===== src/rtl/fetch_pkg.sv =====
`default_nettype none
// +--------------------------------------------------------------------+
// | fetch_pkg                                                          |
// | Shared types and default widths for the instruction-fetch stage.   |
// | Revision: 1.0                                                      |
// +--------------------------------------------------------------------+
package fetch_pkg;

    localparam int PC_WIDTH    = 8;
    localparam int INSTR_WIDTH = 8;

    typedef enum logic [1:0] {
        START = 2'd0,
        FETCH = 2'd1,
        DRAIN = 2'd2,
        HALT  = 2'd3
    } fetch_state_t;

endpackage : fetch_pkg
`default_nettype wire


===== src/rtl/fetch_if.sv =====
`default_nettype none
// +--------------------------------------------------------------------+
// | fetch_if                                                           |
// | Instruction-memory, IF/ID handshake and redirect signals of fetch. |
// | Revision: 1.0                                                      |
// +--------------------------------------------------------------------+
interface fetch_if #(
    parameter int PC_WIDTH    = fetch_pkg::PC_WIDTH,
    parameter int INSTR_WIDTH = fetch_pkg::INSTR_WIDTH
);
    logic [PC_WIDTH-1:0]    PC;
    logic [INSTR_WIDTH-1:0] Instruction_Code;
    logic                   id_valid;
    logic                   id_ready;
    logic [INSTR_WIDTH-1:0] id_instr;
    logic [PC_WIDTH-1:0]    id_pc;
    logic                   redirect;
    logic [PC_WIDTH-1:0]    redirect_pc;
    logic                   halted;

    modport master (
        output PC, id_valid, id_instr, id_pc, halted,
        input  Instruction_Code, id_ready, redirect, redirect_pc
    );

    modport slave (
        input  PC, id_valid, id_instr, id_pc, halted,
        output Instruction_Code, id_ready, redirect, redirect_pc
    );
endinterface : fetch_if
`default_nettype wire


===== src/rtl/if_id_register.sv =====
`default_nettype none
// +--------------------------------------------------------------------+
// | if_id_register                                                     |
// | Valid/data pipeline register with flush, load and hold controls.   |
// | Revision: 1.0                                                      |
// +--------------------------------------------------------------------+
module if_id_register #(
    parameter int WIDTH = 16
) (
    input  logic             clk,
    input  logic             reset,
    input  logic             load,
    input  logic             flush,
    input  logic             hold,
    input  logic [WIDTH-1:0] d,
    output logic             valid,
    output logic [WIDTH-1:0] q
);
    logic             r_valid;
    logic [WIDTH-1:0] r_data;

    // Flush wins over everything; with neither load nor hold the entry
    // is consumed, so only the valid bit drops and the data is kept.
    always_ff @(posedge clk or posedge reset) begin
        if (reset) begin
            r_valid <= 1'b0;
            r_data  <= '0;
        end else if (flush) begin
            r_valid <= 1'b0;
        end else if (load) begin
            r_valid <= 1'b1;
            r_data  <= d;
        end else if (!hold) begin
            r_valid <= 1'b0;
        end
    end

    assign valid = r_valid;
    assign q     = r_data;
endmodule : if_id_register
`default_nettype wire


===== src/rtl/fetch_stage.sv =====
`default_nettype none
// +--------------------------------------------------------------------+
// | fetch_stage                                                        |
// | PC/FSM of instruction fetch feeding the IF/ID register to decode.  |
// | Revision: 1.0                                                      |
// +--------------------------------------------------------------------+
module fetch_stage
    import fetch_pkg::*;
#(
    parameter int PC_WIDTH    = fetch_pkg::PC_WIDTH,
    parameter int INSTR_WIDTH = fetch_pkg::INSTR_WIDTH,
    parameter int IMEM_DEPTH  = 6,
    parameter int RESET_PC    = 0
) (
    input  logic    clk,
    input  logic    reset,
    fetch_if.master bus
);
    localparam logic [PC_WIDTH-1:0] c_reset_pc = PC_WIDTH'(RESET_PC);
    localparam logic [PC_WIDTH-1:0] c_last_pc  = PC_WIDTH'(IMEM_DEPTH - 1);
    localparam logic [PC_WIDTH:0]   c_depth    = (PC_WIDTH + 1)'(IMEM_DEPTH);

    fetch_state_t           r_state;
    logic [PC_WIDTH-1:0]    r_pc;
    logic                   r_halted;

    logic                   w_id_valid;
    logic [INSTR_WIDTH-1:0] w_id_instr;
    logic [PC_WIDTH-1:0]    w_id_pc;
    logic                   w_cap;
    logic                   w_hold;
    logic                   w_target_ok;

    assign w_cap       = (r_state == FETCH) && (!w_id_valid || bus.id_ready) && !bus.redirect;
    assign w_hold      = w_id_valid && !bus.id_ready;
    // One extra bit so a depth of 2**PC_WIDTH still compares correctly.
    assign w_target_ok = ({1'b0, bus.redirect_pc} < c_depth);

    if_id_register #(
        .WIDTH (PC_WIDTH + INSTR_WIDTH)
    ) u_if_id (
        .clk   (clk),
        .reset (reset),
        .load  (w_cap),
        .flush (bus.redirect),
        .hold  (w_hold),
        .d     ({r_pc, bus.Instruction_Code}),
        .valid (w_id_valid),
        .q     ({w_id_pc, w_id_instr})
    );

    always_ff @(posedge clk or posedge reset) begin
        if (reset) begin
            r_state  <= START;
            r_pc     <= c_reset_pc;
            r_halted <= 1'b0;
        end else if (bus.redirect) begin
            r_pc <= bus.redirect_pc;
            if (w_target_ok) begin
                r_state  <= FETCH;
                r_halted <= 1'b0;
            end else begin
                r_state  <= HALT;
                r_halted <= 1'b1;
            end
        end else begin
            case (r_state)
                START: r_state <= FETCH;
                FETCH: begin
                    if (w_cap) begin
                        // The last image word parks the PC instead of wrapping.
                        if (r_pc == c_last_pc) begin
                            r_state <= DRAIN;
                        end else begin
                            r_pc <= r_pc + 1'b1;
                        end
                    end
                end
                DRAIN: begin
                    if (!w_id_valid) begin
                        r_state  <= HALT;
                        r_halted <= 1'b1;
                    end
                end
                HALT:    r_halted <= 1'b1;
                default: r_state  <= START;
            endcase
        end
    end

    assign bus.PC       = r_pc;
    assign bus.id_valid = w_id_valid;
    assign bus.id_instr = w_id_instr;
    assign bus.id_pc    = w_id_pc;
    assign bus.halted   = r_halted;
endmodule : fetch_stage
`default_nettype wire


===== src/flat_wrapper.sv =====
// flat-port wrapper written by rule: the top's interface ports become plain ports
module fetch_stage_flat import fetch_pkg::*;
#(
    parameter int PC_WIDTH    = fetch_pkg::PC_WIDTH,
    parameter int INSTR_WIDTH = fetch_pkg::INSTR_WIDTH,
    parameter int IMEM_DEPTH  = 6,
    parameter int RESET_PC    = 0
)
  (clk, reset, bus_PC, bus_id_valid, bus_id_instr, bus_id_pc, bus_halted, bus_Instruction_Code, bus_id_ready, bus_redirect, bus_redirect_pc);
  fetch_if #(.PC_WIDTH(PC_WIDTH), .INSTR_WIDTH(INSTR_WIDTH)) bus_i ();
  input  logic clk;
  input  logic reset;
  output wire logic [$bits(bus_i.PC)-1:0] bus_PC;
  output wire logic [$bits(bus_i.id_valid)-1:0] bus_id_valid;
  output wire logic [$bits(bus_i.id_instr)-1:0] bus_id_instr;
  output wire logic [$bits(bus_i.id_pc)-1:0] bus_id_pc;
  output wire logic [$bits(bus_i.halted)-1:0] bus_halted;
  input wire logic [$bits(bus_i.Instruction_Code)-1:0] bus_Instruction_Code;
  input wire logic [$bits(bus_i.id_ready)-1:0] bus_id_ready;
  input wire logic [$bits(bus_i.redirect)-1:0] bus_redirect;
  input wire logic [$bits(bus_i.redirect_pc)-1:0] bus_redirect_pc;
  assign bus_PC = bus_i.PC;
  assign bus_id_valid = bus_i.id_valid;
  assign bus_id_instr = bus_i.id_instr;
  assign bus_id_pc = bus_i.id_pc;
  assign bus_halted = bus_i.halted;
  assign bus_i.Instruction_Code = bus_Instruction_Code;
  assign bus_i.id_ready = bus_id_ready;
  assign bus_i.redirect = bus_redirect;
  assign bus_i.redirect_pc = bus_redirect_pc;
  fetch_stage #(.PC_WIDTH(PC_WIDTH), .INSTR_WIDTH(INSTR_WIDTH), .IMEM_DEPTH(IMEM_DEPTH), .RESET_PC(RESET_PC)) u_core (.clk(clk), .reset(reset), .bus(bus_i));
endmodule

===== config.mk =====
export PLATFORM = sky130hd
export DESIGN_NAME = fetch_stage_flat
export DESIGN_NICKNAME = d
export VERILOG_FILES = /design/src/rtl/fetch_pkg.sv /design/src/rtl/fetch_if.sv /design/src/rtl/if_id_register.sv /design/src/rtl/fetch_stage.sv /design/src/flat_wrapper.sv
export SDC_FILE = /design/constraint.sdc
export NUM_CORES = 1
export LEC_CHECK = 0
export CAP_MARGIN = 20
export CELL_PAD_IN_SITES_DETAIL_PLACEMENT = 0
export CELL_PAD_IN_SITES_GLOBAL_PLACEMENT = 1
export CORE_MARGIN = 4
export CORE_UTILIZATION = 35
export DETAILED_ROUTE_END_ITERATION = 8
export PLACE_DENSITY_LB_ADDON = 0.05
export SYNTH_ARGS = -nofsm -noshare
export SYNTH_HDL_FRONTEND = slang
export SYNTH_SLANG_ARGS = --single-unit

===== constraint.sdc =====
create_clock -name clk -period 2.1 [get_ports clk]
set_clock_uncertainty 0.05 [all_clocks]
set_input_delay 0.42 -clock clk [delete_from_list [all_inputs] [get_ports clk]]
set_output_delay 0.42 -clock clk [all_outputs]
set_load 0.05 [all_outputs]

==> results.yml <==
clocking:
  clock_tree.buffer_depth: 2
  tritoncts: "done"
  cts_max_level: 1
  postCtsSetupBuffers: 0
  ctsHoldBuffers: 0
  cts_root_buf: "clkbuf_8"
  cts_buffers: 3
  post_cts_resized: 1
  clk_latency_ns: 0.27
  path_clk_slew_ns: 0.09
  clock_sinks: 28
drt:
  dr_total_vias: 1084
  drc: 0
  first_pass_iters: 4
  finalWirelength_um: 3180
  wl_per_cell_um: 14.5
  routed_via_density: 4.95
  drt_iter0_markers: 50
  ant_nets: 0
synthesis:
  yosysWarningCount: 0
  synth-seq-cells: 28
  syn_nets: 142
  synth_common_cells: "dfrtp_1 (28), mux2_2 (16), nand2_1 (8)"
  synth_top_area_share_pct: 50.9
  synthSimpleGateAreaFrac_pct: 14.1
  synthFlopType: "dfrtp_1"
  synth-compound-area-share_pct: 9.00
  yosysSeqAreaShare_pct: 50.9
  synth.most_common_cell: "dfrtp_1"
  async_reset_ff_share_pct: 100
  synth_top_family_by_area: "multiplexers"
  synth.avg_cell_area_um2: 11.9
  synth_top_area_cell: "dfrtp_1"
  synth_xor_area_share_pct: 2.55
  synthCells: 116
  synth_cell_type_count: 34
  synthMuxAreaShare_pct: 14.5
  synth_edf_count: 0
  synthTopCellsByArea: "dfrtp_1 (51%), mux2_2 (13%), ha_1 (5.5%), xor2_1 (2.5%), nand2_1 (2.2%)"
  synth_adder_area_share_pct: 5.45
  syn-cell-area_um2: 1380
pwr:
  seq_power_share_pct: 29.2
  internal_power_uw: 1660
  p_sw_uw: 1340
  vdd_drop_max_v: 0.000693
  clkPwrFrac_pct: 14.0
  powerDensity_nw_per_um2: 1500
  swShare_pct: 44.6
  comb_power_share_pct: 56.8
  power.leakage_uw: 0.000859
grt:
  grt_max_degree: 29
  grt_pass1_wl_um: 5520
  gr-usage-all-layers_pct: 13.7
  antenna_found_initial: 0
  grt_pass1_vias: 1176
  gr-total-overflow: 0
worst_setup_path:
  cp_slowest_cell: "clkdlybuf4s50_1"
  r2r_cells: 6
  cpPeakStageDelay_ns: 0.84
  critPathMaxFanout: 5
  crit_family: "buffers and inverters"
  worst-path-buf-inv: 1
  end_kind: "output pin"
  worstPathRequired_ns: 1.63
  cp.depth: 1
  crit_type: "reg -> out"
  arrival_ns: 1.57
  path_cells: "clkdlybuf4s50_1"
  start_kind: "flip-flop"
flow_run:
  drv_cap: 0
final_layout:
  nets: 198
  area_growth_pct: 45.5
  drive_gt1_share_pct: 22.8
  final_core_util_pct: 53.5
  num_antenna_cells: 0
  final_cells: 219
  fill_cells: 347
timing:
  period_minus_slack_ns: 2.04
  finalSetupViolations: 0
  period_share_pct: 96.9
  holdWs_ns: 0.459
  rsz0062_at_grt: "no"
  fmax_mhz: 491
  fin_tns_setup_ns: 0
  worstMarginPinSlew_ns: 0.510
  setup_ws_ns: 0.0648
  max_slew_margin_pct: 65.9
  slew_viol_final: 0
  hold_viol: 0
floorplan:
  die_h_um: 70.7
  die_area_um2: 5000
  io_pins: 46
  core_area_um2: 3740
  start_util_pct: 36.8
  die_w_um: 70.7
  rows: 22
place:
  place_ws_ns: 0.0486
  dpl.hpwl_um: 2460
  numPortBuffers: 45
  place_congestion: 0.803
  dp_cells: 215
worst_hold_path:
  hp-class: "in -> async"
run_status:
  outcome: "finished clean"
## kinds of logic after synthesis
| family | after synthesis |
|---|---|
| simple gates | 31 |
| flops | 28 |
| fa+ha+maj | 6 |
| mux | 18 |
| compound gates | 19 |
| xor+xnor | 4 |
| buf+inv | 10 |
## power by group through the flow
stage                     combinational, uW  sequential, uW  clock [uW]
after floorplan                         469            1560           0
after global placement                 1700             880           0
after detailed placement               1720             894           0
after CTS                              1730             881         441
after global routing                   1810             914         456
final                                  1710             877         420
## registers in the layout, summed over array words and instances, names as in the netlist
name                  flops
u_core.u_if_id.q         16
u_core.bus.PC             8
u_core.r_state            2
u_core.bus.halted         1
u_core.u_if_id.valid      1
## cell usage in the layout, fill, tap and decap left out, types with 3 or more instances in the layout
cell type / instances
clkdlybuf4s50_1: 40
dfrtp_1: 28
mux2_2: 16
buf_4: 13
nand2_1: 8
inv_1: 6
ha_1: 6
o21ai_0: 5
xor2_1: 4
and3_1: 3
nor2_1: 3
a31oi_1: 3
o21ai_1: 3
clkbuf_8: 3
## worst reg2reg max path, stage by stage, from the launching register on
cell,delay [ns]
dfrtp_1,0.38
inv_1,0.08
ha_1,0.21
buf_4,0.17
or3_1,0.30
a31oi_1,0.28
mux2i_1,0.25
## final timing paths
path                                 startpoint              endpoint  slack, ns
max                            u_core.bus.PC[6]             bus_PC[6]       0.06
min                                       reset  u_core.u_if_id.q[11]       0.46
max reg2reg                   u_core.r_state[1]     u_core.r_state[1]       0.30
min reg2reg                u_core.u_if_id.q[14]  u_core.u_if_id.q[14]       0.47
max in group asynchronous                 reset      u_core.bus.PC[2]       1.28
min in group clk           u_core.u_if_id.q[14]  u_core.u_if_id.q[14]       0.47
## routing by layer
layer	track usage [%]	up-vias	share of wire, %
met5	0	-	0
met4	6.68	0	2.0
met3	2.84	4	6.1
met2	23.1	36	49
met1	16.7	520	42
li1	-	524	-
## stage by stage
step           area [um2]  power (uW)
4_1_cts              2000        3050
3_5_place_dp         1930        2620
6_report             2000        3000
3_3_place_gp         1930        2580
2_1_floorplan        1380        2030
5_1_grt              2000        3180
## layout make-up
cell class,count,area (um2),area share [%]
sequential,28,701,35.0
multi-input combinational,78,628,31.4
timing repair buffer,55,519,25.9
tap,48,60.1,3.00
clock buffer,3,41.3,2.06
clock inverter,1,30.0,1.50
inverter,6,22.5,1.13
(Power assumes the default switching activity.)
